[src/rtl/multicycle_ctrl_if.sv]
// Control bundle between the multicycle controller and the datapath.
// Latency: n/a (wires only). Backpressure: none, the controller is free-running.
// master = controller side, slave = datapath side.
interface multicycle_ctrl_if;
    logic [19:0] Instr;
    logic        Z;
    logic        N;
    logic        C;
    logic        V;
    logic        PCWrite;
    logic        AdrSrc;
    logic        MemWrite;
    logic        IRWrite;
    logic        RegWrite;
    logic [1:0]  ResultSrc;
    logic        ALUSrcA;
    logic [1:0]  ALUSrcB;
    logic        ALUControl;
    logic [1:0]  ImmSrc;
    logic [1:0]  RegSrc;
    logic [3:0]  Flags;

    modport master (
        input  Instr, Z, N, C, V,
        output PCWrite, AdrSrc, MemWrite, IRWrite, RegWrite, ResultSrc,
               ALUSrcA, ALUSrcB, ALUControl, ImmSrc, RegSrc, Flags
    );

    modport slave (
        output Instr, Z, N, C, V,
        input  PCWrite, AdrSrc, MemWrite, IRWrite, RegWrite, ResultSrc,
               ALUSrcA, ALUSrcB, ALUControl, ImmSrc, RegSrc, Flags
    );
endinterface

[src/rtl/multicycle_ctrl.sv]
// Moore sequencer for the multicycle ARM-subset core: drives all datapath selects/enables, owns NZCV.
// Latency: 5/4/4/3/2 cycles per LDR/STR/DP/B/undefined instruction, outputs depend only on registered state.
// Backpressure: none; the datapath must complete every step in one cycle.
module multicycle_ctrl (
    input  logic              clock,
    input  logic              reset_n,
    multicycle_ctrl_if.master bus
);
    localparam logic [3:0] FETCH  = 4'd0;
    localparam logic [3:0] DECODE = 4'd1;
    localparam logic [3:0] MEMADR = 4'd2;
    localparam logic [3:0] MEMRD  = 4'd3;
    localparam logic [3:0] MEMWB  = 4'd4;
    localparam logic [3:0] MEMWR  = 4'd5;
    localparam logic [3:0] EXECR  = 4'd6;
    localparam logic [3:0] EXECI  = 4'd7;
    localparam logic [3:0] ALUWB  = 4'd8;
    localparam logic [3:0] BRANCH = 4'd9;

    localparam logic [3:0] CMD_ADD = 4'b0100;
    localparam logic [3:0] CMD_SUB = 4'b0010;
    localparam logic [3:0] CMD_CMP = 4'b1010;

    logic [3:0] state;
    logic [3:0] state_nxt;
    logic [3:0] flags;
    logic       condex;
    logic       cond_pass;

    logic [3:0] cond;
    logic [1:0] op;
    logic [5:0] funct;
    logic [3:0] rd;
    logic [3:0] cmd;
    logic       unused_rn;

    assign cond      = bus.Instr[19:16];
    assign op        = bus.Instr[15:14];
    assign funct     = bus.Instr[13:8];
    assign rd        = bus.Instr[3:0];
    assign cmd       = funct[4:1];
    assign unused_rn = ^bus.Instr[7:4];

    logic dp_supported;
    logic dp_cmp;
    logic dp_sub;
    logic dp_wr;
    logic rd_pc;

    assign dp_cmp       = (cmd == CMD_CMP);
    assign dp_sub       = (cmd == CMD_SUB) || dp_cmp;
    assign dp_supported = (cmd == CMD_ADD) || dp_sub;
    assign dp_wr        = condex && dp_supported && !dp_cmp;
    assign rd_pc        = (rd == 4'd15);

    // Condition evaluated on the registered flags {N,Z,C,V}, never on the live ALU flags
    always_comb begin
        cond_pass = 1'b0;
        case (cond)
            4'b0000: cond_pass = flags[2];
            4'b0001: cond_pass = !flags[2];
            4'b0010: cond_pass = flags[1];
            4'b0011: cond_pass = !flags[1];
            4'b0100: cond_pass = flags[3];
            4'b0101: cond_pass = !flags[3];
            4'b0110: cond_pass = flags[0];
            4'b0111: cond_pass = !flags[0];
            4'b1000: cond_pass = flags[1] && !flags[2];
            4'b1001: cond_pass = !flags[1] || flags[2];
            4'b1010: cond_pass = (flags[3] == flags[0]);
            4'b1011: cond_pass = (flags[3] != flags[0]);
            4'b1100: cond_pass = !flags[2] && (flags[3] == flags[0]);
            4'b1101: cond_pass = flags[2] || (flags[3] != flags[0]);
            4'b1110: cond_pass = 1'b1;
            default: cond_pass = 1'b0;
        endcase
    end

    always_comb begin
        state_nxt = FETCH;
        case (state)
            FETCH:  state_nxt = DECODE;
            DECODE: begin
                case (op)
                    2'b01:   state_nxt = MEMADR;
                    2'b00:   state_nxt = funct[5] ? EXECI : EXECR;
                    2'b10:   state_nxt = BRANCH;
                    default: state_nxt = FETCH;
                endcase
            end
            MEMADR: state_nxt = funct[0] ? MEMRD : MEMWR;
            MEMRD:  state_nxt = MEMWB;
            EXECR:  state_nxt = ALUWB;
            EXECI:  state_nxt = ALUWB;
            default: state_nxt = FETCH;
        endcase
    end

    logic       pcw;
    logic       mw;
    logic       irw;
    logic       rw;
    logic       adr;
    logic [1:0] rs;
    logic       asa;
    logic [1:0] asb;
    logic       alc;
    logic [1:0] imm;
    logic [1:0] rsrc;

    always_comb begin
        pcw  = 1'b0;
        mw   = 1'b0;
        irw  = 1'b0;
        rw   = 1'b0;
        adr  = 1'b0;
        rs   = 2'b00;
        asa  = 1'b0;
        asb  = 2'b00;
        alc  = 1'b0;
        imm  = 2'b00;
        rsrc = 2'b00;
        case (state)
            FETCH: begin
                irw = 1'b1;
                pcw = 1'b1;
                asa = 1'b1;
                asb = 2'b10;
                rs  = 2'b10;
            end
            DECODE: begin
                asa = 1'b1;
                asb = 2'b10;
                rs  = 2'b10;
            end
            MEMADR: begin
                asb = 2'b01;
                imm = 2'b01;
            end
            MEMRD:  adr = 1'b1;
            MEMWB: begin
                rs  = 2'b01;
                rw  = condex;
                pcw = condex && rd_pc;
            end
            MEMWR: begin
                adr  = 1'b1;
                mw   = condex;
                rsrc = 2'b10;
            end
            EXECR:  alc = dp_sub;
            EXECI: begin
                asb = 2'b01;
                alc = dp_sub;
            end
            ALUWB: begin
                rw  = dp_wr;
                pcw = dp_wr && rd_pc;
            end
            BRANCH: begin
                rsrc = 2'b01;
                asb  = 2'b01;
                imm  = 2'b10;
                rs   = 2'b10;
                pcw  = condex;
            end
            default: ;
        endcase
    end

    // Write enables are masked by reset so nothing commits while reset is held
    assign bus.PCWrite    = reset_n && pcw;
    assign bus.MemWrite   = reset_n && mw;
    assign bus.IRWrite    = reset_n && irw;
    assign bus.RegWrite   = reset_n && rw;
    assign bus.AdrSrc     = adr;
    assign bus.ResultSrc  = rs;
    assign bus.ALUSrcA    = asa;
    assign bus.ALUSrcB    = asb;
    assign bus.ALUControl = alc;
    assign bus.ImmSrc     = imm;
    assign bus.RegSrc     = rsrc;
    assign bus.Flags      = flags;

    always_ff @(posedge clock) begin
        if (!reset_n) begin
            state  <= FETCH;
            flags  <= 4'b0000;
            condex <= 1'b0;
        end else begin
            state <= state_nxt;
            if (state == DECODE)
                condex <= cond_pass;
            if ((state == EXECR || state == EXECI) && condex && dp_supported && (funct[0] || dp_cmp))
                flags <= {bus.N, bus.Z, bus.C, bus.V};
        end
    end
endmodule

[src/flat_wrapper.sv]
// flat-port wrapper written by rule: the top's interface ports become plain ports
module multicycle_ctrl_flat 
  (clock, reset_n, bus_Instr, bus_Z, bus_N, bus_C, bus_V, bus_PCWrite, bus_AdrSrc, bus_MemWrite, bus_IRWrite, bus_RegWrite, bus_ResultSrc, bus_ALUSrcA, bus_ALUSrcB, bus_ALUControl, bus_ImmSrc, bus_RegSrc, bus_Flags);
  multicycle_ctrl_if bus_i ();
  input  logic clock;
  input  logic reset_n;
  input wire logic [$bits(bus_i.Instr)-1:0] bus_Instr;
  input wire logic [$bits(bus_i.Z)-1:0] bus_Z;
  input wire logic [$bits(bus_i.N)-1:0] bus_N;
  input wire logic [$bits(bus_i.C)-1:0] bus_C;
  input wire logic [$bits(bus_i.V)-1:0] bus_V;
  output wire logic [$bits(bus_i.PCWrite)-1:0] bus_PCWrite;
  output wire logic [$bits(bus_i.AdrSrc)-1:0] bus_AdrSrc;
  output wire logic [$bits(bus_i.MemWrite)-1:0] bus_MemWrite;
  output wire logic [$bits(bus_i.IRWrite)-1:0] bus_IRWrite;
  output wire logic [$bits(bus_i.RegWrite)-1:0] bus_RegWrite;
  output wire logic [$bits(bus_i.ResultSrc)-1:0] bus_ResultSrc;
  output wire logic [$bits(bus_i.ALUSrcA)-1:0] bus_ALUSrcA;
  output wire logic [$bits(bus_i.ALUSrcB)-1:0] bus_ALUSrcB;
  output wire logic [$bits(bus_i.ALUControl)-1:0] bus_ALUControl;
  output wire logic [$bits(bus_i.ImmSrc)-1:0] bus_ImmSrc;
  output wire logic [$bits(bus_i.RegSrc)-1:0] bus_RegSrc;
  output wire logic [$bits(bus_i.Flags)-1:0] bus_Flags;
  assign bus_i.Instr = bus_Instr;
  assign bus_i.Z = bus_Z;
  assign bus_i.N = bus_N;
  assign bus_i.C = bus_C;
  assign bus_i.V = bus_V;
  assign bus_PCWrite = bus_i.PCWrite;
  assign bus_AdrSrc = bus_i.AdrSrc;
  assign bus_MemWrite = bus_i.MemWrite;
  assign bus_IRWrite = bus_i.IRWrite;
  assign bus_RegWrite = bus_i.RegWrite;
  assign bus_ResultSrc = bus_i.ResultSrc;
  assign bus_ALUSrcA = bus_i.ALUSrcA;
  assign bus_ALUSrcB = bus_i.ALUSrcB;
  assign bus_ALUControl = bus_i.ALUControl;
  assign bus_ImmSrc = bus_i.ImmSrc;
  assign bus_RegSrc = bus_i.RegSrc;
  assign bus_Flags = bus_i.Flags;
  multicycle_ctrl u_core (.clock(clock), .reset_n(reset_n), .bus(bus_i));
endmodule
[config.mk]
export PLATFORM = sky130hd
export DESIGN_NAME = multicycle_ctrl_flat
export DESIGN_NICKNAME = d
export VERILOG_FILES = /design/src/rtl/multicycle_ctrl_if.sv /design/src/rtl/multicycle_ctrl.sv /design/src/flat_wrapper.sv
export SDC_FILE = /design/constraint.sdc
export NUM_CORES = 1
export LEC_CHECK = 0
export BUFFER_PORTS_ARGS = -buffer_cell sky130_fd_sc_hd__buf_4
export CAP_MARGIN = 20
export CORE_MARGIN = 2
export CORE_UTILIZATION = 40
export DETAILED_ROUTE_END_ITERATION = 16
export GPL_ROUTABILITY_DRIVEN = 0
export HOLD_SLACK_MARGIN = 0.06
export PLACE_DENSITY = 0.75
export SYNTH_ARGS = -nofsm -noshare
export SYNTH_HDL_FRONTEND = slang
export SYNTH_SLANG_ARGS = --single-unit
export TNS_END_PERCENT = 10
[constraint.sdc]
create_clock -name clock -period 1.85 [get_ports clock]
set_input_delay 0.0925 -clock clock [delete_from_list [all_inputs] [get_ports clock]]
set_output_delay 0.0925 -clock clock [all_outputs]
set_load 0.1 [all_outputs]
==> flow_summary.toml, run 1 <==
[place]
dp.final_hpwl_mm = 1.91
place_area_sq_mm = 0.00118
place_inst = 179
dp_slack_ns = 0.229
port_buffers = 40

[synthesis]
synth_top_family_by_area = "simple AND/OR/NAND/NOR gates"
synth_mux_area_frac = 0.0495
yosys_warnings = 0
avgSynthCellArea_sq_um = 7.04
synthSimpleGateAreaFrac = 0.379
synth_cells = 115
mappedNetlistNets = 141
synth_compound_area_frac = 0.219
synth.distinct_cells = 35
synthFlopType = "dfxtp_1"
synth_edf_count = 0
synthArstFlopShare = 0
syn_area_sq_um = 810
yosysSeqAreaShare = 0.223
synth_fa_ha_area_frac = 0
synth_xor_area_frac = 0.0757
synth_seq_cells = 9

[drt]
wirelength_mm = 2.35
ant_nets = 0
wire_per_inst_um = 12.8
first_pass_iters = 4
vias = 982
routed_via_density = 5.37
remaining_drc_errors = 0
drt_iter0_drc = 28

[critical_path]
path_class = "reg -> out"
arrival_ns = 1.63
cp.required_ns = 1.76
critPathLaunchType = "register"
rrSetupSlack_ns = 0.37
end_kind = "output pin"
cp_max_fo = 9

[cells_and_area]
fin_area_sq_mm = 0.00122
n_fill_cell = 198
syn_to_final_growth_pct = 50.7
fin_cells = 183
seqCellArea_sq_um = 183
layout-drive-gt1-share = 0.404
multi_input_area_sq_um = 632
nNetsFinal = 183
num_antenna_cells = 0

[sta]
relSlewSlack = 0.751
setup_tns_ns = 0
grt_setup_unrepaired = "false"
setup_viol = 0
worst_pin_slew_ns = 0.370
finalClockSkew_ns = 0.00113
worst_hold_slack_ns = 0.0972
report.final.slew_viol_count = 0
fmax_mhz = 581
min_period_ns = 1.72
timing.final.ws_setup_ns = 0.129
finalHoldViolations = 0
period_share = 0.930

[pwr]
switching_share = 0.458
powerDensity_mw_per_mm2 = 599
cell_internal_pwr_uw = 396
power_frac_comb = 0.482
p_leak_uw = 0.000505
ir_worst_vdd_uv = 430
seqPwrFrac = 0.302
switchingPower_uw = 334
p_clk_frac = 0.216

[clock_network]
ctsHoldBuffers = 0
clk_transition_reported_paths_ns = 0.07
numCtsBuffers = 3
cts_setup_buffers = 0
clock_latency_ns = 0.25
ctsRootBufferMaster = "clkbuf_4"
cts_tree = "yes"
cts_resized = 0
cts.path.max_buffers = 2
cts_max_level = 1
cts_sinks = 9

[die]
pin_count = 45
initial_core_util = 0.417
die_x_um = 49.0
die-height_um = 49.0
dieArea_sq_mm = 0.00240
core-area_sq_mm = 0.00194
row_count = 16

[global_routing]
grt_start_max_net_pins = 13
first_global_vias = 861
antenna_found_initial = 0
grt_pass1_wl_mm = 3.71
grt_usage = 0.191
grt_overflow = 0

[flow_run]
cap_violations = 0

[min_path]
worstHoldPathType = "in -> reg"

[status]
status = "completed"
[metal layers]
metal | global-route usage | routed length (um) | vias up | part of all wire
li1 | - | - | 488 | -
met2 | 0.317 | 1160 | 35 | 0.50
met3 | 0.0123 | 97 | 2 | 0.041
met5 | 0 | 0 | - | 0
met4 | 0.0714 | 28 | 0 | 0.012
met1 | 0.259 | 1060 | 457 | 0.45
[worst paths after layout]
| path | from | to | depth (start not counted) |
|---|---|---|---|
| worst min register to register | u_core.state[0] | u_core.state[0] | 1 |
| worst max register to register | u_core.state[1] | u_core.condex | 5 |
| worst min-delay path | bus_V | u_core.bus.Flags[0] | 3 |
| worst max-delay path | u_core.state[0] | bus_PCWrite | 5 |
[kinds of logic (layout without fill, tap and decap cells)]
logic type | after synthesis | in the layout
XOR/XNOR | 7 | 7
flip-flops | 9 | 9
multiplexers | 4 | 4
AND/OR/NAND/NOR | 59 | 59
buffers and inverters | 11 | 52
AO/OA/AOI/OAI | 25 | 25
[sequential cells by signal, indices dropped and copies added, names as in the netlist]
name and flops:
u_core.condex 1, u_core.bus.Flags 4, u_core.state 4
[power by group through the flow]
stage          clock network (uW)  logic [uW]  registers, uW
3_5_place_dp                    0         347            224
3_3_place_gp                    0         340            223
4_1_cts                       160         348            219
2_1_floorplan                   0         260            214
5_1_grt                       171         370            222
6_report                      157         352            221
[placed cells by master, fill, tap and decap left out, types with 2 or more instances in the layout]
cell and count:
buf_4 42, nor2_1 13, nand2_1 11, dfxtp_1 7
nor3_2 6, inv_1 5, xnor2_1 5, a21oi_1 5
nor2b_1 5, mux2i_1 4, o21ai_0 4, and3_1 3
nand3_1 3, nand2b_1 3, nand3b_1 3, clkbuf_4 3
a31o_2 2, nand4_1 2, nor3b_1 2, a32oi_1 2
xor2_1 2, o211ai_1 2, o22ai_1 2, a31oi_1 2
dfxtp_2 2
[Yosys cell counts, drive strengths merged, types with 3 or more instances]
| cell type | number | area share |
|---|---|---|
| a21oi | 5 | 0.031 |
| and3 | 3 | 0.023 |
| clkbuf | 4 | 0.019 |
| dfxtp | 9 | 0.22 |
| inv | 5 | 0.023 |
| mux2i | 4 | 0.049 |
| nand2 | 11 | 0.051 |
| nand2b | 4 | 0.031 |
| nand3 | 3 | 0.019 |
| nand3b | 3 | 0.028 |
| nor2 | 14 | 0.065 |
| nor2b | 6 | 0.049 |
| nor3 | 7 | 0.043 |
| o21ai | 5 | 0.031 |
| xnor2 | 5 | 0.054 |
[final cells by class]
| cell class | count | area share |
|---|---|---|
| tap | 27 | 0.0277 |
| inverter | 5 | 0.0154 |
| clock buffer | 4 | 0.0215 |
| multi-input combinational | 95 | 0.518 |
| sequential | 9 | 0.150 |
| timing repair buffer | 43 | 0.268 |
[metrics by stage]
stage                     power (uW)   util
after floorplan                  474      -
after global routing             763  0.628
final                            730  0.628
after CTS                        726  0.620
after detailed placement         570  0.607
after global placement           564  0.607
[critical path: stages, from the launching register on]
cell and delay [ns]:
dfxtp_2 0.38, nor3b_1 0.26, a31o_2 0.15, a22oi_1 0.06, o31ai_2 0.25, buf_6 0.27
Note: power is estimated with default switching activity, not from simulation.
==> inputs of run 2 (changes only) <==
- CORE_UTILIZATION: 40 -> 43
- CTS_CLUSTER_DIAMETER: default -> 200
- PLACE_DENSITY: 0.75 -> 0.8
- clock period: 1.85 -> 1.7 ns (I/O delays scaled with it)
==> run 2 against run 1 <==
Compared with the run above:
- routed wire length is 1.2% lower
- sequential power up 5%
- hold slack worse by 0.020 ns
- non-clock buffer count increased by 4
- combinational power increased by 23%
- utilization up 14 points
- critical path depth is 1 higher
- power up 15%
- sequential cell count did not move
- cell area increased by 9.6%
- largest cell class unchanged
==> flow_summary.toml, run 2 (same netlist as run 1, synthesis figures left out) <==
[drt]
first_pass_iters = 4
vias = 997
wire_per_inst_um = 12.5
routed_via_density = 5.39
wirelength_mm = 2.32
remaining_drc_errors = 0
drt_iter0_drc = 16
ant_nets = 0

[sta]
report.final.slew_viol_count = 0
finalHoldViolations = 0
relSlewSlack = 0.778
fmax_mhz = 611
period_share = 0.962
worst_pin_slew_ns = 0.331
finalClockSkew_ns = 0.0110
setup_viol = 0
min_period_ns = 1.64

[pwr]
power_frac_comb = 0.515
ir_worst_vdd_uv = 562
seqPwrFrac = 0.277
powerDensity_mw_per_mm2 = 630
cell_internal_pwr_uw = 459
p_leak_uw = 0.000539
switchingPower_uw = 383
p_clk_frac = 0.208
switching_share = 0.455

[cells_and_area]
layout-drive-gt1-share = 0.444
num_antenna_cells = 0
syn_to_final_growth_pct = 65.2
nNetsFinal = 187
n_fill_cell = 137
fin_area_sq_mm = 0.00134
layout_common_cells = "43 x buf_4, 13 x nor2_1, 11 x nand2_1"
fin_cells = 185
final_common_cell = "buf_4"

[die]
pin_count = 45
initial_core_util = 0.464
die_x_um = 47.4
die-height_um = 47.4
row_count = 15
dieArea_sq_mm = 0.00225
core-area_sq_mm = 0.00175

[place]
place_inst = 181
place_area_sq_mm = 0.00126
dp.final_hpwl_mm = 1.82
port_buffers = 40

[critical_path]
endpoint = "bus_MemWrite"
startpoint = "u_core.state[3]"
end_kind = "output pin"
cp_max_fo = 7
rr_endpoint = "u_core.bus.Flags[3]"
path_class = "reg -> out"
critPathLaunchType = "register"
cp_cell_sequence = "inv_1 > buf_4 > nand2_1 > nor2_4 > and3_2 > buf_8"
arrival_ns = 1.55
ff2ff_path_depth = 5
crit_buf_inv = 3
cp.required_ns = 1.62
rrSetupSlack_ns = 0.25
worst_path_max_delay_cell = "dfxtp_4"
slowest_delay_ns = 0.39
cp.depth = 6
r2r_start = "u_core.state[3]"
critPathTopFamily = "simple AND/OR/NAND/NOR gates"

[clock_network]
ctsHoldBuffers = 0
ctsRootBufferMaster = "clkbuf_4"
cts_setup_buffers = 0
clk_transition_reported_paths_ns = 0.07
cts.path.max_buffers = 2
cts_sinks = 9
clock_latency_ns = 0.27
cts_max_level = 1
numCtsBuffers = 3
cts_tree = "yes"

[global_routing]
grt_start_max_net_pins = 13
grt_overflow = 0
grt_usage = 0.233
first_global_vias = 872
grt_pass1_wl_mm = 3.76
antenna_found_initial = 0

[min_path]
worstHoldPathType = "in -> reg"

[flow_run]
cap_violations = 0

[status]
status = "completed"
## run 2: final cells by class
type | count | area (sq um) | area share
multi-input combinational | 95 | 696 | 0.520
sequential | 9 | 185 | 0.138
timing repair buffer | 47 | 380 | 0.284
inverter | 5 | 18.8 | 0.0140
tap | 25 | 31.3 | 0.0234
clock buffer | 4 | 26.3 | 0.0196
## run 2: routing by layer
layer | vias to the layer above | GRT usage | share of wire
met5 | - | 0 | 0
met4 | 0 | 0.111 | 0.016
met3 | 5 | 0.0269 | 0.053
met2 | 37 | 0.338 | 0.49
met1 | 458 | 0.340 | 0.44
li1 | 497 | - | -
## run 2: power by group through the flow
stage / logic (uW) / registers (uW) / clock network, uW
2_1_floorplan: 305 / 234 / 0
3_3_place_gp: 413 / 237 / 0
3_5_place_dp: 417 / 237 / 0
4_1_cts: 423 / 232 / 174
5_1_grt: 459 / 234 / 188
6_report: 434 / 233 / 175
## run 2: how the worst min path moves through the flow
stage	startpoint	to	cells after the start
CTS	bus_V	u_core.bus.Flags[0]	3
global placement	bus_C	u_core.bus.Flags[1]	3
global route	bus_Z	u_core.bus.Flags[2]	3
floorplan	bus_Instr[8]	u_core.state[1]	2
detailed placement	bus_V	u_core.bus.Flags[0]	3
finish	bus_Instr[8]	u_core.state[1]	3
## run 2: what timing repair did
item	4_1_cts	5_1_grt
setup endpoints to repair	3	5
cloned	0	0
resized for setup	4	8
## run 2: worst reg2reg max path, cell delays in order, from the launching register on
cell and delay [ns]:
dfxtp_4 0.39, nor2b_2 0.17, nand2_1 0.13, a211oi_4 0.36, mux2i_1 0.23, nor2b_1 0.06
## run 2: metrics by stage
stage	util	setup WS (ns)	TNS (ns)	hold slack [ns]	power, uW
floorplan	-	-0.291	-2.02	0.245	539
global placement	0.725	0.218	0	0.340	650
detailed placement	0.725	0.223	0	0.351	654
CTS	0.748	0.00412	0	0.0799	829
global route	0.766	-0.0331	-0.0657	0.109	881
finish	0.766	0.0647	0	0.0769	842
==> inputs of run 3 (changes only) <==
- CORE_UTILIZATION: 43 -> 45
- CTS_BUF_LIST: default -> sky130_fd_sc_hd__clkbuf_4 sky130_fd_sc_hd__clkbuf_8
- PLACE_DENSITY: 0.8 -> 0.83
==> run 3 against run 2 <==
Compared with the run above:
- non-clock buffer count decreased by 1
- sequential power about the same
- largest cell class unchanged
- sequential share of layout area rose by 0.25 points
- routed wire length rose by 3.3%
- clock power grew 15%
- first-iteration DRC count grew 13%
- global-route usage grew 0.55 points
- largest power group unchanged
- highest routed layer unchanged
- cell area decreased by 0.47%
- die area shrank 4.1%
==> flow_summary.toml, run 3 (same netlist as run 1, synthesis figures left out) <==
[clock_network]
cts.path.max_buffers = 2
clk_transition_reported_paths_ns = 0.07
cts_tree = "yes"
cts_sinks = 9
clock_latency_ns = 0.28
numCtsBuffers = 3
ctsRootBufferMaster = "clkbuf_4"
cts_setup_buffers = 0
cts_max_level = 1

[drt]
drt_iter0_drc = 18
first_pass_iters = 4
vias = 1010
remaining_drc_errors = 0
wirelength_mm = 2.39
wire_per_inst_um = 13.0
dr_wl_met2_mm = 1.16
routed_via_density = 5.49
wl_met3_um = 141
ant_nets = 0
highest-signal-layer = "met4"
wl_met1_mm = 1.05

[sta]
setup_viol = 0
min_period_ns = 1.65
grt_setup_unrepaired = "false"
finalHoldViolations = 0
report.final.slew_viol_count = 0
period_share = 0.969
fmax_mhz = 607
worst_pin_slew_ns = 0.332
finalClockSkew_ns = 0.00167
relSlewSlack = 0.777
worst_hold_slack_ns = 0.0665

[status]
status = "completed"

[global_routing]
antenna_found_initial = 0
first_global_vias = 835
grt_start_max_net_pins = 13
grt_usage = 0.239
grt_overflow = 0
grt_pass1_wl_mm = 3.66

[critical_path]
critPathLaunchType = "register"
path_class = "reg -> out"
cp.required_ns = 1.62
arrival_ns = 1.56
rr_endpoint = "u_core.bus.Flags[0]"
rrSetupSlack_ns = 0.26
ff2ff_path_depth = 5
cp_max_fo = 7
end_kind = "output pin"
r2r_start = "u_core.state[3]"

[die]
die-height_um = 46.4
pin_count = 45
initial_core_util = 0.474
row_count = 15
die_x_um = 46.4
dieArea_sq_mm = 0.00215
core-area_sq_mm = 0.00171

[pwr]
finalPower_uw = 864
powerDensity_mw_per_mm2 = 649
ir_worst_vdd_uv = 756
p_leak_uw = 0.000536

[min_path]
hold_path_end = "u_core.bus.Flags[2]"
min_from = "bus_Z"
holdPathStages = 3
worstHoldPathType = "in -> reg"

[place]
port_buffers = 40
dp.final_hpwl_mm = 1.90

[cells_and_area]
syn_to_final_growth_pct = 64.5
num_antenna_cells = 0
nNetsFinal = 186
layout_common_cells = "43 x buf_4, 12 x nor2_1, 11 x nand2_1"
layout-drive-gt1-share = 0.447
final_common_cell = "buf_4"

[flow_run]
cap_violations = 0
==> run 3: how the worst max path moves through the flow <==
stage / startpoint / to / depth (start not counted)
after floorplan: u_core.state[2] / bus_MemWrite / 4
after global placement: u_core.state[0] / u_core.condex / 5
after detailed placement: u_core.state[0] / u_core.condex / 5
after CTS: u_core.state[0] / bus_PCWrite / 5
after global routing: u_core.state[2] / bus_PCWrite / 6
final: u_core.state[3] / bus_MemWrite / 6
==> run 3: repair_timing <==
item                                    CTS  global route
endpoints found under the setup margin    4             3
hold buffers                              0             0
resized for setup                         4             8
==> run 3: where the power goes <==
part | leakage, uW | internal [uW] | switching, uW
Sequential | 0.0000745 | 220 | 16.3
Combinational | 0.000443 | 144 | 284
Clock | 0.0000184 | 107 | 93.5
==> run 3: area by class of cell <==
cell class                      count  area (sq um)
Fill cell                         125           377
Clock buffer                        4          30.0
Inverter                            5          18.8
Sequential cell                     9           188
Timing Repair Buffer               46           369
Multi-Input combinational cell     95           694
Tap cell                           25          31.3
==> run 3: critical path, stage by stage, from the launching register on <==
cell	delay (ns)
dfxtp_4	0.39
inv_1	0.09
buf_4	0.15
nand2_1	0.13
nor2_4	0.13
and3_2	0.20
buf_8	0.19
==> run 3: per-stage QoR <==
stage               cell area, sq um  utilization  setup slack [ns]  cells  TNS (ns)
CTS                             1300        0.762           0.00674    184         0
detailed placement              1260        0.736            0.0796    180         0
floorplan                        906            -            -0.291    115     -2.02
global route                    1330        0.779           0.00593    184         0
finish                          1330        0.779            0.0534    184         0
global placement                1260        0.736             0.185    180         0
==> run 3: layer usage <==
metal | vias up | GRT usage
li1 | 500 | -
met1 | 467 | 0.318
met2 | 38 | 0.383
met3 | 5 | 0.0314
met4 | 0 | 0.103
met5 | - | 0
